[config.mk]
export PLATFORM = sky130hd
export DESIGN_NAME = seq_shifter_flat
export DESIGN_NICKNAME = d
export VERILOG_FILES = /design/src/rtl/shift_pkg.sv /design/src/rtl/seq_shifter_if.sv /design/src/rtl/shift_step.sv /design/src/rtl/seq_shifter.sv /design/src/flat_wrapper.sv
export SDC_FILE = /design/constraint.sdc
export NUM_CORES = 1
export LEC_CHECK = 0
export ABC_AREA = 1
export CORE_ASPECT_RATIO = 1.5
export CORE_UTILIZATION = 43
export CTS_BUF_LIST = sky130_fd_sc_hd__clkbuf_8
export CTS_CLUSTER_DIAMETER = 30
export DETAILED_ROUTE_END_ITERATION = 10
export PLACE_DENSITY = 0.84
export SYNTH_ARGS = -nofsm -noshare
export SYNTH_HDL_FRONTEND = slang
export SYNTH_SLANG_ARGS = --single-unit
[constraint.sdc]
create_clock -name clk -period 1.5 [get_ports clk]
set_input_delay 0.225 -clock clk [delete_from_list [all_inputs] [get_ports clk]]
set_output_delay 0.225 -clock clk [all_outputs]
set_load 0.1 [all_outputs]
[src/rtl/shift_pkg.sv]
// rtl/shift_pkg.sv - shared shift-op encodings and shifter FSM states
//
// Purpose: encodings shared by the ALU, the decoder and seq_shifter.
//   SH_SLL / SH_SRL / SH_SRA are the 2-bit shift-type codes. 2'b11 is reserved
//   and is executed as SLL by the datapath.
//   state_t carries the seq_shifter FSM states S_IDLE / S_SHIFT / S_DONE.
// Ports: none (package).

package shift_pkg;

  localparam logic [1:0] SH_SLL = 2'b00;
  localparam logic [1:0] SH_SRL = 2'b01;
  localparam logic [1:0] SH_SRA = 2'b10;

  typedef enum logic [1:0] {
    S_IDLE  = 2'd0,
    S_SHIFT = 2'd1,
    S_DONE  = 2'd2
  } state_t;

endpackage

[src/rtl/seq_shifter_if.sv]
// rtl/seq_shifter_if.sv - request/response bundle between EX-stage and seq_shifter
//
// Purpose: groups the shifter request and result signals.
// Ports (signals):
//   start   request, accepted only while busy==0
//   op      shift type (shift_pkg codes)
//   a       operand, sampled on accepted start
//   shamt   shift amount, $clog2(n) bits, sampled on accepted start
//   busy    high whenever the shifter is not idle
//   done    one-cycle result-valid pulse
//   result  shifted value, held until the next accepted start
// Modports: master = EX-stage stall logic, slave = seq_shifter.

interface seq_shifter_if #(
  parameter int n = 32
);

  localparam int sw = $clog2(n);

  logic          start;
  logic [1:0]    op;
  logic [n-1:0]  a;
  logic [sw-1:0] shamt;
  logic          busy;
  logic          done;
  logic [n-1:0]  result;

  modport master (
    output start, op, a, shamt,
    input  busy, done, result
  );

  modport slave (
    input  start, op, a, shamt,
    output busy, done, result
  );

endinterface

[src/rtl/shift_step.sv]
// rtl/shift_step.sv - combinational single-bit shift step
//
// Purpose: applies one bit of SLL, SRL or SRA to din, selected by op.
//   The reserved op 2'b11 behaves as SLL.
// Ports:
//   din   in   n   value before the step
//   op    in   2   shift type (shift_pkg codes)
//   dout  out  n   value after the step

module shift_step
  import shift_pkg::*;
#(
  parameter int n = 32
) (
  input  logic [n-1:0] din,
  input  logic [1:0]   op,
  output logic [n-1:0] dout
);

  always_comb begin
    dout = {din[n-2:0], 1'b0};
    case (op)
      SH_SLL:  dout = {din[n-2:0], 1'b0};
      SH_SRL:  dout = {1'b0, din[n-1:1]};
      SH_SRA:  dout = {din[n-1], din[n-1:1]};
      default: dout = {din[n-2:0], 1'b0};
    endcase
  end

endmodule

[src/rtl/seq_shifter.sv]
// rtl/seq_shifter.sv - multi-cycle SLL/SRL/SRA unit iterating a one-bit step
//
// Purpose: replaces the ALU barrel shifter. An accepted start loads the operand,
//   op and shift amount; the FSM then shifts one bit per clock and pulses done
//   for one cycle when the result is ready.
//   Optional: define SEQ_SHIFT_STEP4_EN to shift four bits per clock while at
//   least four bits remain (latency floor(shamt/4) + shamt%4 + 1). Ports are
//   the same in both builds.
// Ports:
//   clk   in   system clock, rising edge
//   rst   in   synchronous active-high reset, overrides everything
//   bus   slave modport of seq_shifter_if (start/op/a/shamt in,
//         busy/done/result out); its n must match this module's n.

module seq_shifter
  import shift_pkg::*;
#(
  parameter int n = 32
) (
  input  logic          clk,
  input  logic          rst,
  seq_shifter_if.slave  bus
);

  localparam int sw = $clog2(n);

  state_t        state_q, state_d;
  logic [sw-1:0] cnt_q, cnt_d;
  logic [1:0]    op_q, op_d;
  logic [n-1:0]  res_q, res_d;
  logic [n-1:0]  step1;

  shift_step #(.n(n)) u_step1 (.din(res_q), .op(op_q), .dout(step1));

`ifdef SEQ_SHIFT_STEP4_EN
  logic [n-1:0] step2, step3, step4;

  shift_step #(.n(n)) u_step2 (.din(step1), .op(op_q), .dout(step2));
  shift_step #(.n(n)) u_step3 (.din(step2), .op(op_q), .dout(step3));
  shift_step #(.n(n)) u_step4 (.din(step3), .op(op_q), .dout(step4));
`endif

  always_ff @(posedge clk) begin
    if (rst) begin
      state_q <= S_IDLE;
      cnt_q   <= '0;
      op_q    <= SH_SLL;
      res_q   <= '0;
    end else begin
      state_q <= state_d;
      cnt_q   <= cnt_d;
      op_q    <= op_d;
      res_q   <= res_d;
    end
  end

  always_comb begin
    state_d = state_q;
    cnt_d   = cnt_q;
    op_d    = op_q;
    res_d   = res_q;
    case (state_q)
      S_IDLE: begin
        if (bus.start) begin
          res_d   = bus.a;
          op_d    = bus.op;
          cnt_d   = bus.shamt;
          state_d = (bus.shamt != '0) ? S_SHIFT : S_DONE;
        end
      end
      S_SHIFT: begin
`ifdef SEQ_SHIFT_STEP4_EN
        if (cnt_q >= sw'(4)) begin
          res_d = step4;
          cnt_d = cnt_q - sw'(4);
        end else begin
          res_d = step1;
          cnt_d = cnt_q - sw'(1);
        end
`else
        res_d = step1;
        cnt_d = cnt_q - sw'(1);
`endif
        // Leave as the count reaches zero, so cnt is never decremented below 0.
        if (cnt_d == '0) begin
          state_d = S_DONE;
        end
      end
      S_DONE: begin
        state_d = S_IDLE;
      end
      default: begin
        state_d = S_IDLE;
      end
    endcase
  end

  assign bus.busy   = (state_q != S_IDLE);
  assign bus.done   = (state_q == S_DONE);
  assign bus.result = res_q;

endmodule

[src/flat_wrapper.sv]
// flat-port wrapper written by rule: the top's interface ports become plain ports
module seq_shifter_flat import shift_pkg::*;
#(
  parameter int n = 32
)
  (clk, rst, bus_start, bus_op, bus_a, bus_shamt, bus_busy, bus_done, bus_result);
  seq_shifter_if #(.n(n)) bus_i ();
  input  logic clk;
  input  logic rst;
  input wire logic [$bits(bus_i.start)-1:0] bus_start;
  input wire logic [$bits(bus_i.op)-1:0] bus_op;
  input wire logic [$bits(bus_i.a)-1:0] bus_a;
  input wire logic [$bits(bus_i.shamt)-1:0] bus_shamt;
  output wire logic [$bits(bus_i.busy)-1:0] bus_busy;
  output wire logic [$bits(bus_i.done)-1:0] bus_done;
  output wire logic [$bits(bus_i.result)-1:0] bus_result;
  assign bus_i.start = bus_start;
  assign bus_i.op = bus_op;
  assign bus_i.a = bus_a;
  assign bus_i.shamt = bus_shamt;
  assign bus_busy = bus_i.busy;
  assign bus_done = bus_i.done;
  assign bus_result = bus_i.result;
  seq_shifter #(.n(n)) u_core (.clk(clk), .rst(rst), .bus(bus_i));
endmodule
; After elaboration in Yosys (flattened, before gate mapping)
; Cells that the tools add are included.
[op_classes]
addsub = 1
eq_ne = 7
muxes = 9
reduce_logical = 9
[ops]
columns = operator, count
row1 = one-hot mux 32 bit (2 select lines), 2
row2 = 2-to-1 mux 32 bit, 1
row3 = one-hot mux 5 bit (2 select lines), 1
row4 = 2-to-1 mux 2 bit, 3
row5 = AND reduction 2 bit, 3
row6 = logical NOT 5 bit, 1
row7 = 2-to-1 mux 5 bit, 1
row8 = nonzero test 5 bit, 1
row9 = "subtractor 5 x 1 -> 5 bit, second input constant", 1
row10 = "== test 2 x 1 -> 1 bit, second input constant", 2
row11 = "== test 2 bit, second input constant", 2
row12 = "inequality test 2 bit, second input constant", 2
row13 = one-hot mux 2 bit (2 select lines), 1
row14 = nonzero test 2 bit, 2
row15 = AND reduction 3 bit, 1
row16 = logical NOT 2 bit, 1
row17 = "inequality test 2 x 1 -> 1 bit, second input constant", 1
[word_totals]
ff_bits = 41
input_bits = 42
out_inout_bits = 34
elab_cells = 31

; Logic depth before layout (Yosys ltp)
[logic_depth]
depth_word = 4
mapped_depth = 9
ltp_nobuf = 9

; Cells and area by module
; A second synthesis with hierarchy kept.
[unflattened]
hier_cells = 430
hier_area_um2 = 2631.3
[modules_own_cells]
columns = mod, n_inst, cells_per_inst, area_each_um2, seq_area_each_um2
row1 = seq_shifter, 1, 258, 1879.3, 820.8
row2 = shift_step, 1, 172, 752.0, 0.0

; Worst setup path before layout
; Ideal clock, no wire load.
[synth_timing]
path_type = reg2out
start = reg u_core.state_q[1]
end = out bus_done
arrival_ns = 1.669
required_ns = 1.275
setup_slack_ns = -0.394
path_stages_with_launch = 3
n_path_buf = 0
path_cell_list = dfxtp_1 -> inv_2 -> nor2_1
[synth_between]
elab_chain_cells = 1
[synth_rtl]
columns = item, line
row1 = from (decl), seq_shifter.sv:27  ; state_t state_q, state_d;
row2 = from (signal assigned), seq_shifter.sv:50  ; state_q <= state_d;
row3 = == test 2 bit, seq_shifter.sv:99  ; assign bus.done = (state_q == S_DONE);
row4 = to (decl), flat_wrapper.sv:15  ; output wire logic [$bits(bus_i.done)-1:0] bus_done;
; No other way between the ends.

; Final worst setup path
[layout_timing]
start = reg u_core.op_q[0]
end = reg u_core.res_q[17], in the netlist u_core.bus.result[17]
[layout_between]
elab_chain_cells = 3
elab_cells_between_ends = 4
cone_classes = eq/ne (2) / mux (2)
[layout_rtl]
columns = item, line
row1 = from (decl), seq_shifter.sv:29  ; logic [1:0] op_q, op_d;
row2 = from (signal assigned), seq_shifter.sv:52  ; op_q <= op_d;
row3 = == test 2 bit / == test 2 x 1 -> 1 bit (equally long branches), shift_step.sv:22  ; case (op)
row4 = one-hot mux 32 bit (2 select lines) (*), shift_step.sv:22
row5 = one-hot mux 32 bit (2 select lines) (*), seq_shifter.sv:62  ; case (state_q)
row6 = to (signal assigned), seq_shifter.sv:53  ; res_q <= res_d;
row7 = to (decl), seq_shifter.sv:30  ; logic [n-1:0] res_q, res_d;
; Every way passes the cells marked *; elsewhere a longest branch is shown, timed or not.
; A chain may end at the register's enable or synchronous reset.

==> impl_metrics.tcl <==
set metrics [dict create \
    status "complete, but fails checks" \
    violations "setup timing" \
    grtUsageTotal_pct 28.0 \
    r2r_cells 8 \
    vias_per_cell 5.85 \
    crit_chain "inv_4 -> ha_4 -> nor2_4 -> clkbuf_16 -> nand2_1 -> nand2_1 -> o21ai_1 -> a21oi_1" \
    synthTopCellsByArea "dfxtp_1 36%, nand2_1 13%, a21oi_1 12%" \
    timing.rr.end "u_core.bus.result[17]" \
    layout.cells.most_common "nand2_1" \
    rrSetupSlack_ns -0.002 \
    antenna_found_initial 0 \
    ys_ff_latch 41 \
    setup_viol_count_final 1 \
    die_h_um 90.6 \
    slew_headroom_pct 78.7 \
    cts_tree "yes" \
    nets 451 \
    grt_max_degree 32 \
    wl_um 8330 \
    dp.cells 459 \
    port_buffers 75 \
    seqCellArea_um2 828 \
    root_buffer "clkbuf_8" \
    report.final.slew_viol_count 0 \
    diodes 0 \
    vias 2763 \
    hold_violations 0 \
    synth-seq-area-share_pct 36.5 \
    drt.antenna.violating_nets 0 \
    numClockSinks 41 \
    die_area_mm2 0.00553 \
    crit_arrival_ns 1.73 \
    syn_inst 328 \
    initial_utilization_pct 45.7 \
    path_class "reg2reg" \
    area_growth_pct 67.9 \
    yosysWarnings 0 \
    cts_buffers 5 \
    layout.cells.non_filler 472 \
    grt_pass1_wl_um 12100 \
    max_freq_mhz 666 \
    timing.rr.start "u_core.op_q[0]" \
    path_common_cell "nand2_1" \
    firstDrtPassIters 5 \
    core-area_mm2 0.00493 \
    rsz0062_at_grt "yes" \
    row_count 31 \
    grt_pass1_vias 2600 \
    synth_area_mm2 0.00225 \
    synth_area_leader_cell "dfxtp_1" \
    fillCellCount 323 \
    drc 0 \
    hp-class "reg2reg" \
    h-tree-depth 2 \
    overflow 0 \
    clock_latency_ns 0.31 \
    gp_congestion 0.848 \
    endpoint_kind "register" \
    critPathLaunch "u_core.op_q[0]" \
    fin_util_pct 76.7 \
    drive_gt1_share_pct 29.8 \
    final_cell_mix "61 x nand2_1, 52 x a21oi_1, 41 x clkdlybuf4s50_1" \
    tightestPinTransition_ns 0.318 \
    cap_violations 0 \
    setup.worst_path.end "u_core.bus.result[17]" \
    ios 76 \
    fin_crit_ns 1.50 \
    crit_required_ns 1.73 \
    synth_area_per_cell_um2 6.86 \
    wire_per_inst_um 17.7 \
    multi_input_area_mm2 0.00139 \
    drt-initial-drc-count 281 \
    cts.clk_slew.worst_paths_ns 0.08 \
    dieWidth_um 61.1 \
    cts_hold_buffers 0 \
    slowest_stage "dfxtp_4" \
    yosysTopAreaCellShare_pct 36.5 \
    clock_skew_ns 0.0160 \
    slowest_delay_ns 0.38 \
    period_share_pct 100 \
    synthDistinctLibCells 23 \
    worst-path-max-fanout 8 \
    syn_nets 374 \
    setup_ws_ns -0.00153 \
    worstSetupStartpointType "register" \
    clk_path_buf_depth 2 \
    dp_hpwl_um 4810 \
]
==> final cells by class <==
cell class | instances | area share, %
clock buffers | 5 | 1.82
clock inverters | 3 | 0.464
inverters | 18 | 1.92
multi-input cells | 247 | 36.7
flip-flops and latches | 41 | 21.9
well taps | 66 | 2.19
repair buffers | 92 | 35.0
==> synthesized netlist by cell type <==
cell / instances
nand2_1: 79
a21oi_1: 54
o21ai_0: 45
dfxtp_1: 41
o21ai_1: 24
inv_1: 16
a21oi_2: 11
buf_2: 11
nor2_1: 11
nand3_1: 7
clkbuf_1: 4
ha_1: 4
a31oi_1: 3
buf_4: 3
buf_6: 3
nand2_4: 3
inv_2: 2
o21ai_2: 2
buf_1: 1
nor2_2: 1
nor3_1: 1
o211ai_1: 1
o21bai_1: 1
==> kinds of logic (layout without fill, tap and decap cells) <==
logic type / count (synthesis) / after routing / synth area share [%]
flip-flops: 41 / 41 / 36.5
AO/OA/AOI/OAI: 141 / 141 / 33.9
AND/OR/NAND/NOR: 102 / 102 / 18.6
adder cells (fa/ha/maj): 4 / 4 / 2.22
buffers and inverters: 40 / 118 / 8.79
==> state kept, by name, indices dropped and copies added (netlist names) <==
signal / cells
u_core.op_q: 2
u_core.cnt_q: 5
u_core.bus.result: 32
u_core.state_q: 2
==> stage by stage <==
| step | instance area [um^2] | TNS [ns] | hold slack, ns | worst slack (ns) |
|---|---|---|---|---|
| 2_1_floorplan | 2250 | 0 | 0.294 | 0.0679 |
| 3_3_place_gp | 3450 | 0 | 0.464 | 0.0700 |
| 3_5_place_dp | 3450 | -0.196 | 0.491 | -0.0607 |
| 4_1_cts | 3590 | 0 | 0.485 | 0.00106 |
| 5_1_grt | 3780 | -0.788 | 0.548 | -0.0855 |
| 6_report | 3780 | -0.00153 | 0.524 | -0.00153 |
==> routing by layer <==
| layer | vias to the layer above | share of wire, % | GRT usage [%] |
|---|---|---|---|
| li1 | 1264 | - | - |
| met1 | 1308 | 35 | 32.5 |
| met2 | 152 | 54 | 46.7 |
| met3 | 39 | 5.6 | 5.59 |
| met4 | 0 | 5.0 | 13.4 |
| met5 | - | 0 | 0 |
==> worst min path at each step <==
stage | from | endpoint | slack [ns] | cells past startpoint
floorplan | rst | u_core.cnt_q[3] | 0.29 | 1
global placement | u_core.op_q[0] | u_core.op_q[0] | 0.46 | 2
detailed placement | u_core.op_q[0] | u_core.op_q[0] | 0.49 | 2
CTS | bus_a[31] | u_core.bus.result[31] | 0.49 | 3
global route | u_core.cnt_q[1] | u_core.cnt_q[1] | 0.55 | 2
finish | u_core.cnt_q[1] | u_core.cnt_q[1] | 0.52 | 2
==> worst max-delay path: cells and delay by family (launching register included) <==
family / cells / cell delay [ns]
and+or+nand+nor: 3 / 0.35
buffers and inverters: 2 / 0.27
AOI/OAI and AO/OA: 2 / 0.20
adders and majority gates: 1 / 0.24
DFF: 1 / 0.38
==> repair_timing <==
item | in CTS | in global routing
buffers inserted | 0 | 2
pin swaps | 0 | 20
gates cloned | 1 | 2
setup endpoints to repair | 26 | 27
gates resized for setup | 4 | 59
Power is not shown: default switching activity piles up to over one toggle a cycle in this logic, so the estimate is an artifact.
